`config.mk`:
```
export PLATFORM = sky130hd
export DESIGN_NAME = param_shift_reg
export DESIGN_NICKNAME = d
export VERILOG_FILES = /design/src/rtl/sr_pkg.sv /design/src/rtl/sr_word_counter.sv /design/src/rtl/param_shift_reg.sv
export SDC_FILE = /design/constraint.sdc
export NUM_CORES = 1
export LEC_CHECK = 0
export CAP_MARGIN = 40
export CORE_MARGIN = 4
export CORE_UTILIZATION = 42
export CTS_CLUSTER_DIAMETER = 150
export CTS_CLUSTER_SIZE = 10
export DETAILED_ROUTE_END_ITERATION = 10
export PLACE_DENSITY = 0.76
export SYNTH_ARGS = -nofsm -noshare
export SYNTH_HDL_FRONTEND = slang
export SYNTH_HIERARCHICAL = 1
export SYNTH_SLANG_ARGS = --single-unit
```
`constraint.sdc`:
```
create_clock -name clk -period 1.45 [get_ports clk]
set_clock_uncertainty 0.2 [all_clocks]
set_input_delay 0.3625 -clock clk [delete_from_list [all_inputs] [get_ports clk]]
set_output_delay 0.3625 -clock clk [all_outputs]
set_load 0.01 [all_outputs]
```
`src/rtl/sr_pkg.sv`:
```
// Shared definitions for the universal shift register family.
// Provides the 3-bit operation-select encodings used by RTL and bench.
package sr_pkg;

  localparam int unsigned MODE_W = 3;

  localparam logic [MODE_W-1:0] MODE_HOLD = 3'b000;
  localparam logic [MODE_W-1:0] MODE_SHL  = 3'b001;
  localparam logic [MODE_W-1:0] MODE_SHR  = 3'b010;
  localparam logic [MODE_W-1:0] MODE_LOAD = 3'b011;
  localparam logic [MODE_W-1:0] MODE_ROL  = 3'b100;
  localparam logic [MODE_W-1:0] MODE_ROR  = 3'b101;

endpackage

```
`src/rtl/sr_word_counter.sv`:
```
// Word-framing counter: counts shift/rotate operations and pulses
// word_done for one cycle after every WIDTH counted operations.
// Ports:
//   clk, rst    - clock, asynchronous active-high reset
//   op_c        - a counted operation happens this cycle
//   clr_c       - restart framing (load); wins over op_c
//   cnt         - operations since last clear/reset/wrap (registered)
//   word_done   - one-cycle word-boundary pulse (registered)
module sr_word_counter #(
  parameter int unsigned WIDTH = 4,
  parameter int unsigned CNT_W = $clog2(WIDTH + 1)
) (
  input  logic             clk,
  input  logic             rst,
  input  logic             op_c,
  input  logic             clr_c,
  output logic [CNT_W-1:0] cnt,
  output logic             word_done
);

  logic [CNT_W-1:0] cnt_q, cnt_d;
  logic             word_done_q, word_done_d;

  // Pulse defaults low every cycle so it can never stretch.
  always_comb begin
    cnt_d       = cnt_q;
    word_done_d = 1'b0;
    if (clr_c) begin
      cnt_d = '0;
    end else if (op_c) begin
      if (cnt_q == CNT_W'(WIDTH - 1)) begin
        cnt_d       = '0;
        word_done_d = 1'b1;
      end else begin
        cnt_d = cnt_q + CNT_W'(1);
      end
    end
  end

  always_ff @(posedge clk or posedge rst) begin
    if (rst) begin
      cnt_q       <= '0;
      word_done_q <= 1'b0;
    end else begin
      cnt_q       <= cnt_d;
      word_done_q <= word_done_d;
    end
  end

  assign cnt       = cnt_q;
  assign word_done = word_done_q;

endmodule

```
`src/rtl/param_shift_reg.sv`:
```
// Parametrised universal shift register with word-boundary framing.
// Modes: hold, shift left/right, parallel load, rotate left/right;
// reserved mode codes hold q and set a sticky error flag.
// Ports:
//   clk, rst           - clock, asynchronous active-high reset
//   en                 - clock enable (0 freezes q, cnt, err)
//   mode               - operation select (sr_pkg MODE_*)
//   sin_lsb, sin_msb   - serial inputs for shift left / shift right
//   pdin               - parallel load data
//   q                  - register contents (registered)
//   sout_msb, sout_lsb - serial outputs, combinational from q
//   cnt, word_done     - word framing counter and pulse (registered)
//   err                - sticky illegal-mode flag (registered)
module param_shift_reg
  import sr_pkg::*;
#(
  parameter int unsigned      WIDTH   = 4,
  parameter logic [WIDTH-1:0] RST_VAL = '0,
  localparam int unsigned     CNT_W   = $clog2(WIDTH + 1)
) (
  input  logic              clk,
  input  logic              rst,
  input  logic              en,
  input  logic [MODE_W-1:0] mode,
  input  logic              sin_lsb,
  input  logic              sin_msb,
  input  logic [WIDTH-1:0]  pdin,
  output logic [WIDTH-1:0]  q,
  output logic              sout_msb,
  output logic              sout_lsb,
  output logic [CNT_W-1:0]  cnt,
  output logic              word_done,
  output logic              err
);

  logic [WIDTH-1:0] q_q, q_d;
  logic             err_q, err_d;
  logic             cnt_op_c, cnt_clr_c;

  // Next-state mux; reserved codes are fully defined (hold + flag).
  always_comb begin
    q_d       = q_q;
    err_d     = err_q;
    cnt_op_c  = 1'b0;
    cnt_clr_c = 1'b0;
    if (en) begin
      case (mode)
        MODE_HOLD: q_d = q_q;
        MODE_SHL: begin
          q_d      = {q_q[WIDTH-2:0], sin_lsb};
          cnt_op_c = 1'b1;
        end
        MODE_SHR: begin
          q_d      = {sin_msb, q_q[WIDTH-1:1]};
          cnt_op_c = 1'b1;
        end
        MODE_LOAD: begin
          q_d       = pdin;
          cnt_clr_c = 1'b1;
        end
        MODE_ROL: begin
          q_d      = {q_q[WIDTH-2:0], q_q[WIDTH-1]};
          cnt_op_c = 1'b1;
        end
        MODE_ROR: begin
          q_d      = {q_q[0], q_q[WIDTH-1:1]};
          cnt_op_c = 1'b1;
        end
        default: err_d = 1'b1;
      endcase
    end
  end

  always_ff @(posedge clk or posedge rst) begin
    if (rst) begin
      q_q   <= RST_VAL;
      err_q <= 1'b0;
    end else begin
      q_q   <= q_d;
      err_q <= err_d;
    end
  end

  sr_word_counter #(
    .WIDTH (WIDTH),
    .CNT_W (CNT_W)
  ) u_word_counter (
    .clk       (clk),
    .rst       (rst),
    .op_c      (cnt_op_c),
    .clr_c     (cnt_clr_c),
    .cnt       (cnt),
    .word_done (word_done)
  );

  assign q        = q_q;
  assign err      = err_q;
  assign sout_msb = q_q[WIDTH-1];
  assign sout_lsb = q_q[0];

endmodule

```
# After elaboration in Yosys (flattened, before gate mapping)
# Cells that the tools add are included.
# op_classes
add_sub_neg	1
reduce_logical	7
magnitude_cmp	0
shifts	0
div_mod_pow	0
multipliers	0
n_mux	11
n_eq_ne	6
bitwise_logic	1
# op_table
operator	count
$pmux 4 s5	1
$eq 3x2->1 const B	3
$mux 3	3
$mux 1	7
$eq 3x3->1 const B	2
$reduce_or 6->1	1
$reduce_bool 5->1	1
$reduce_and 2->1	2
$reduce_or 4->1	1
$add 3x1->3 const B	1
$eq 3x1->1 const B	1
$logic_not 3->1	1
$reduce_bool 2->1	1
$not 1->1	1
# totals
wordCells	30
register_bits	9
latchBits	0
out_inout_bits	11
rom_bits	0
ramBits	0
memories	0

# Depth between registers and ports, before layout
# Gate-level depths: netlist of the first run.
# logic_depth
word_depth	6
ltp_mapped	6
depth_no_buf	5

# By module
# Netlist of the first run, hierarchy kept.
# by_module_without_submodules
module	seq_area_each_um2	area_each_um2	cells_each	instances
param_shift_reg	125.1	449.2	57	1
sr_word_counter	100.1	175.2	16	1

# Worst setup path before layout of the first run
# Ideal clock, no wire load.
# synth_timing
path_type	input-to-reg
start	input mode[1]
end	register q_q[2], in the netlist q[2]
slack_ns	-0.225
path_stages	5
setup_time_ns	0.126
path_buffers	1
arrival_ns	1.349
required_time_ns	1.124
path_cell_list	inv_1 ha_1 buf_1 nor3_1 o32a_1
# synth_via
elab_chain_cells	3
# synth_rtl
item	line	rtl
from (decl)	param_shift_reg.sv:24	input logic [MODE_W-1:0] mode,
$eq 3x2->1, or another cell as far along	param_shift_reg.sv:47	case (mode)
$reduce_bool 5->1 (no source line)	-	
$reduce_and 2->1 (no source line)	-	
to (signal assigned)	param_shift_reg.sv:79	q_q <= q_d;
to (decl)	param_shift_reg.sv:36	logic [WIDTH-1:0] q_q, q_d;
# Several ways; a longest one is shown, not always the timed one.
# A chain may end at the register's enable or synchronous reset.

# Worst setup path in the final report of the first run
# layout_timing
start	input mode[2]
end	register q_q[1], in the netlist q[1]
# Same word-level chain as after synthesis.

==> flow_metrics.env, run 1 <==
export IMPL_status="finished, final reports clean"
export IMPL_cts_tree="built"
export IMPL_grt_usage=0.181
export IMPL_rsz0062_at_grt="no"
export IMPL_finalCritPeriodShare=0.982
export IMPL_die_y_um=46.6
export IMPL_p_leak_nw=0.503
export IMPL_placed_cells=122
export IMPL_max_cap_violations=0
export IMPL_crit_type="in2reg"
export IMPL_slew_headroom=0.816
export IMPL_powerDensity_nw_per_um2=1010
export IMPL_yosysSeqAreaShare=0.361
export IMPL_min_path_type="in2async"
export IMPL_syn_num_nets=88
export IMPL_reg2regPathDepth=4
export IMPL_htreeDepth=1
export IMPL_ios=23
export IMPL_worstReg2RegStart="q[3]"
export IMPL_drc=0
export IMPL_reg2reg_slack_ps=50
export IMPL_wl_um=1870
export IMPL_grt_antenna_before_repair=0
export IMPL_whs_ps=101
export IMPL_ys_ff_latch=9
export IMPL_synthesis_instances=73
export IMPL_path_clk_slew_ps=70
export IMPL_grt_pass1_vias=659
export IMPL_cp_end_kind="register"
export IMPL_setup_viol=0
export IMPL_drt_pre_antenna_iters=4
export IMPL_setup_tns_ps=0
export IMPL_yosys_warnings=6
export IMPL_cp_startpoint="mode[2]"
export IMPL_post_dp_hpwl_um=1240
export IMPL_cts_buffer_depth=2
export IMPL_max_freq_mhz=702
export IMPL_ant_nets=0
export IMPL_viasPerCell=5.25
export IMPL_layout_nets=133
export IMPL_hold_viol=0
export IMPL_syn_area_sq_um=624
export IMPL_drt_iter0_drc=19
export IMPL_fp_dieW_um=46.6
export IMPL_tightest_slew_ps=276
export IMPL_die_area_sq_um=2170
export IMPL_wire_per_inst_um=14.2
export IMPL_worst_path_max_fanout=7
export IMPL_root_buffer="clkbuf_4"
export IMPL_portBuffers=22
export IMPL_yosysTopAreaCellShare=0.361
export IMPL_setup_ws_ps=26.1
export IMPL_yosysTopAreaCell="dfrtp_1"
export IMPL_grt_pass1_wl_um=2760
export IMPL_crit_end="q[1]"
export IMPL_gp_congestion=0.854
export IMPL_cts_buffers=3
export IMPL_arrival_ps=1410
export IMPL_drive_gt1_frac=0.410
export IMPL_grt_overflow_total=0
export IMPL_insertion_delay_ps=270
export IMPL_post_route_min_period_ps=1420
export IMPL_worstPathRequired_ps=1440
export IMPL_r2r_end="q[2]"
export IMPL_grt_start_max_net_pins=11
export IMPL_ys_types=28
export IMPL_irDropWorstVdd_uv=529
export IMPL_slew_viol_final=0
export IMPL_clock_sinks=9
export IMPL_vias=693
export IMPL_rows=13
export IMPL_finalNonFillerCells=132
export IMPL_start_util=0.462
export IMPL_synth_top_cells_by_area="dfrtp_1 (36%), nand2b_1 (7.0%), ha_1 (6.0%), nand2_1 (4.8%), nor2_1 (4.2%)"
export IMPL_nFillCells=90
export IMPL_area_delta_synth_final_pct=64.7
export IMPL_syn_area_per_cell_sq_um=8.55
export IMPL_coreArea_sq_um=1350
export IMPL_diodes=0
export IMPL_fin_util=0.762
export IMPL_post_place_ws_ps=-658
export IMPL_crit_path_start_kind="primary input"
[per-stage QoR]
stage | power, mW | cell area, sq um
after detailed placement | 0.844 | 978
after global placement | 0.830 | 978
after floorplan | 0.573 | 651
after global routing | 1.09 | 1030
after CTS | 1.03 | 1030
final | 1.04 | 1030
[final cells by class]
cell class              count  area (sq um)  share of cell area
multi-input cells          55           398               0.387
repair buffers             44           340               0.331
flip-flops and latches      9           226               0.220
clock buffers               4          26.3              0.0255
inverters                   5          18.8              0.0182
well taps                  15          18.8              0.0182
[registers in the layout, indices dropped and copies added, names as in the netlist]
| register | count |
|---|---|
| u_word_counter/cnt | 3 |
| err | 1 |
| q | 4 |
| u_word_counter/word_done | 1 |
[cell families after synthesis]
logic type | count (synthesis) | share of synthesized area
and+or+nand+nor | 31 | 0.261
AOI/OAI and AO/OA | 18 | 0.204
buffers and inverters | 9 | 0.0681
DFF | 9 | 0.361
adders and majority gates | 3 | 0.0601
muxes | 2 | 0.0321
xor gates and xnor gates | 1 | 0.0140
[worst min-delay path by stage]
stage	slack [ps]	startpoint	end	depth (start not counted)
6_report	100	rst	u_word_counter/word_done	2
5_1_grt	130	rst	u_word_counter/word_done	2
4_1_cts	110	rst	u_word_counter/word_done	2
3_5_place_dp	260	err	err	1
3_3_place_gp	240	err	err	1
2_1_floorplan	-70	rst	u_word_counter/cnt[0]	1
[Yosys cell counts, drive strengths merged]
library cell,number
a2111oi,1
and3b,1
o21a,1
nand2b,7
o21ai,5
o22ai,3
xnor2,1
a21o,1
a21oi,3
nand3,1
inv,5
o32a,1
nand2,8
mux2i,2
a21boi,1
nand3b,1
nor3,4
nor2,7
dfrtp,9
or3b,1
buf,4
and4b,1
a31oi,2
ha,3
[cells in the final DEF (no fill, tap or decap), drive strengths merged, types with 2 or more instances in the layout]
cell,Yosys,final
a21oi,3,3
a31oi,2,2
buf,4,30
clkbuf,0,10
clkdlybuf4s50,0,6
dfrtp,9,9
ha,3,3
inv,5,5
mux2i,2,2
nand2,8,8
nand2b,7,7
nor2,7,7
nor3,4,4
o21ai,5,5
o22ai,3,3
[routing by layer]
| layer | up-vias | wire (um) | GRT usage |
|---|---|---|---|
| met1 | 327 | 870 | 0.221 |
| met3 | 2 | 94 | 0.0234 |
| met5 | - | 0 | 0 |
| met2 | 23 | 892 | 0.308 |
| met4 | 0 | 12 | 0.0852 |
| li1 | 341 | - | - |
[report_power, final]
part	switching [mW]	internal [mW]	total [mW]
registers	0.0329	0.304	0.337
logic	0.241	0.258	0.499
clock network	0.0991	0.107	0.206
total	0.373	0.669	1.04
[repair_timing]
action / 4_1_cts / 5_1_grt
setup buffers: 5 / 1
gates resized for setup: 54 / 10
setup endpoints to repair: 20 / 9
hold buffers: 0 / 0
pin swaps: 5 / 6
[worst max-delay path: stages]
cell and delay (ps):
buf_8 100, buf_6 110, ha_4 250, buf_4 140, a21boi_4 220, nor2_1 80, a31oi_1 160
No activity file was read; power rests on OpenSTA's default activity.
==> run 2, diff against run 1 <==
--- a/config.mk
+++ b/config.mk
@@ -6,12 +6,16 @@
 export NUM_CORES = 1
 export LEC_CHECK = 0
 export CAP_MARGIN = 40
+export CELL_PAD_IN_SITES_DETAIL_PLACEMENT = 1
+export CELL_PAD_IN_SITES_GLOBAL_PLACEMENT = 1
+export CORE_ASPECT_RATIO = 1.2
 export CORE_MARGIN = 4
-export CORE_UTILIZATION = 42
+export CORE_UTILIZATION = 30
 export CTS_CLUSTER_DIAMETER = 150
 export CTS_CLUSTER_SIZE = 10
 export DETAILED_ROUTE_END_ITERATION = 10
-export PLACE_DENSITY = 0.76
+export PLACE_DENSITY_LB_ADDON = 0.1
+export SLEW_MARGIN = 0
 export SYNTH_ARGS = -nofsm -noshare
 export SYNTH_HDL_FRONTEND = slang
 export SYNTH_HIERARCHICAL = 1
==> flow_metrics.env, run 2 (synthesis results as in run 1) <==
export IMPL_slew_viol_final=0
export IMPL_area_delta_synth_final_pct=72.3
export IMPL_post_route_min_period_ps=1440
export IMPL_layout_nets=135
export IMPL_power_internal_mw=0.688
export IMPL_setup_tns_ps=0
export IMPL_pwr_share_clk=0.191
export IMPL_drt_pre_antenna_iters=4
export IMPL_cts_buffer_depth=2
export IMPL_cts_hold_buf=0
export IMPL_ios=23
export IMPL_insertion_delay_ps=260
export IMPL_nFillCells=232
export IMPL_path_clk_slew_ps=70
export IMPL_worstPathRequired_ps=1400
export IMPL_max_freq_mhz=696
export IMPL_combPwrFrac=0.497
export IMPL_viasPerCell=5.22
export IMPL_crit_path_start_kind="primary input"
export IMPL_grt_usage=0.170
export IMPL_drc=0
export IMPL_fp_dieW_um=49.6
export IMPL_coreArea_sq_um=1910
export IMPL_powerDensity_nw_per_um2=995
export IMPL_status="finished, final reports clean"
export IMPL_largest_register_ff_count=4
export IMPL_finalPower_mw=1.07
export IMPL_min_path_type="in2async"
export IMPL_crit_type="in2reg"
export IMPL_ant_nets=0
export IMPL_tightest_slew_ps=262
export IMPL_wl_um=2240
export IMPL_max_cap_violations=0
export IMPL_grt_overflow_total=0
export IMPL_finalCritPeriodShare=0.990
export IMPL_hold_viol=0
export IMPL_finalNonFillerCells=138
export IMPL_grt_start_max_net_pins=8
export IMPL_die_y_um=58.0
export IMPL_cp_end_kind="register"
export IMPL_whs_ps=115
export IMPL_grt_pass1_wl_um=3740
export IMPL_portBuffers=22
export IMPL_clock_sinks=9
export IMPL_drt_iter0_drc=15
export IMPL_layout_common_cells="buf_4 (16), buf_2 (12), dfrtp_1 (9)"
export IMPL_htreeDepth=1
export IMPL_start_util=0.326
export IMPL_net_switching_power_mw=0.383
export IMPL_arrival_ps=1380
export IMPL_seq_power_share=0.311
export IMPL_gp_congestion=0.813
export IMPL_placed_cells=130
export IMPL_grt_pass1_vias=790
export IMPL_wire_per_inst_um=16.2
export IMPL_post_dp_hpwl_um=1570
export IMPL_swShare=0.358
export IMPL_cts_buffers=3
export IMPL_fin_util=0.562
export IMPL_vias=720
export IMPL_die_area_sq_um=2880
export IMPL_cts_tree="built"
export IMPL_final_common_cell="buf_4"
export IMPL_root_buffer="clkbuf_4"
export IMPL_slew_headroom=0.820
export IMPL_grt_antenna_before_repair=0
export IMPL_irDropWorstVdd_uv=581
export IMPL_diodes=0
export IMPL_p_leak_nw=0.522
export IMPL_worst_path_max_fanout=5
export IMPL_setup_viol=0
export IMPL_rows=17
export IMPL_drive_gt1_frac=0.429
## run 2: changes by cell type in the layout (fill, tap and decap cells not counted), sizes merged
cell / previous run / this run
buf: 30 / 36
clkdlybuf4s50: 6 / 7
dlymetal6s2s: 1 / 0
clkbuf: 10 / 6
## run 2: metrics by stage
step / area [sq um] / setup WS, ps
2_1_floorplan: 651 / -65.3
3_3_place_gp: 1010 / -669
3_5_place_dp: 1010 / -703
4_1_cts: 1050 / 0.758
5_1_grt: 1080 / -17.2
6_report: 1080 / 14.1
## run 2: cell type report
class	instances	area, sq um	area share
clock buffers	4	26.3	0.0244
inverters	5	18.8	0.0174
multi-input cells	55	420	0.391
flip-flops and latches	9	225	0.209
well taps	19	23.8	0.0221
repair buffers	46	362	0.336
## run 2: timing repair
| action | 4_1_cts | 5_1_grt |
|---|---|---|
| pin swaps | 3 | 7 |
| endpoints found under the setup margin | 20 | 9 |
| buffers inserted | 3 | 0 |
| gates cloned | 1 | 0 |
| gates resized for setup | 57 | 18 |
## run 2: routing by layer
layer / share of wire / vias to the layer above / track usage
met5: 0 / - / 0
met3: 0.045 / 6 / 0.0386
met2: 0.54 / 24 / 0.287
met1: 0.40 / 346 / 0.187
met4: 0.018 / 0 / 0.123
li1: - / 344 / -
## run 2: critical path: stages
cell and delay, ps:
buf_6 100, buf_6 110, ha_4 270, buf_6 150, o21ai_2 50, nand2_1 60, o32a_1 280
## run 2: path summary, 6_finish.rpt
| kind | start | end | slack, ps | cells after the start |
|---|---|---|---|---|
| min reg2reg | err | err | 260 | 1 |
| min in group clk | err | err | 260 | 1 |
| max in group asynchronous | rst | q[2] | 680 | 2 |
| min | rst | u_word_counter/word_done | 110 | 2 |
| max reg2reg | q[1] | q[2] | 60 | 5 |
| max | mode[2] | q[2] | 10 | 7 |
## run 2: power by group through the flow
stage,Combinational [mW],Sequential [mW],Clock (mW)
after floorplan,0.189,0.383,0
after global placement,0.531,0.337,0
after detailed placement,0.541,0.338,0
after CTS,0.503,0.333,0.215
after global routing,0.589,0.342,0.235
final,0.533,0.333,0.205
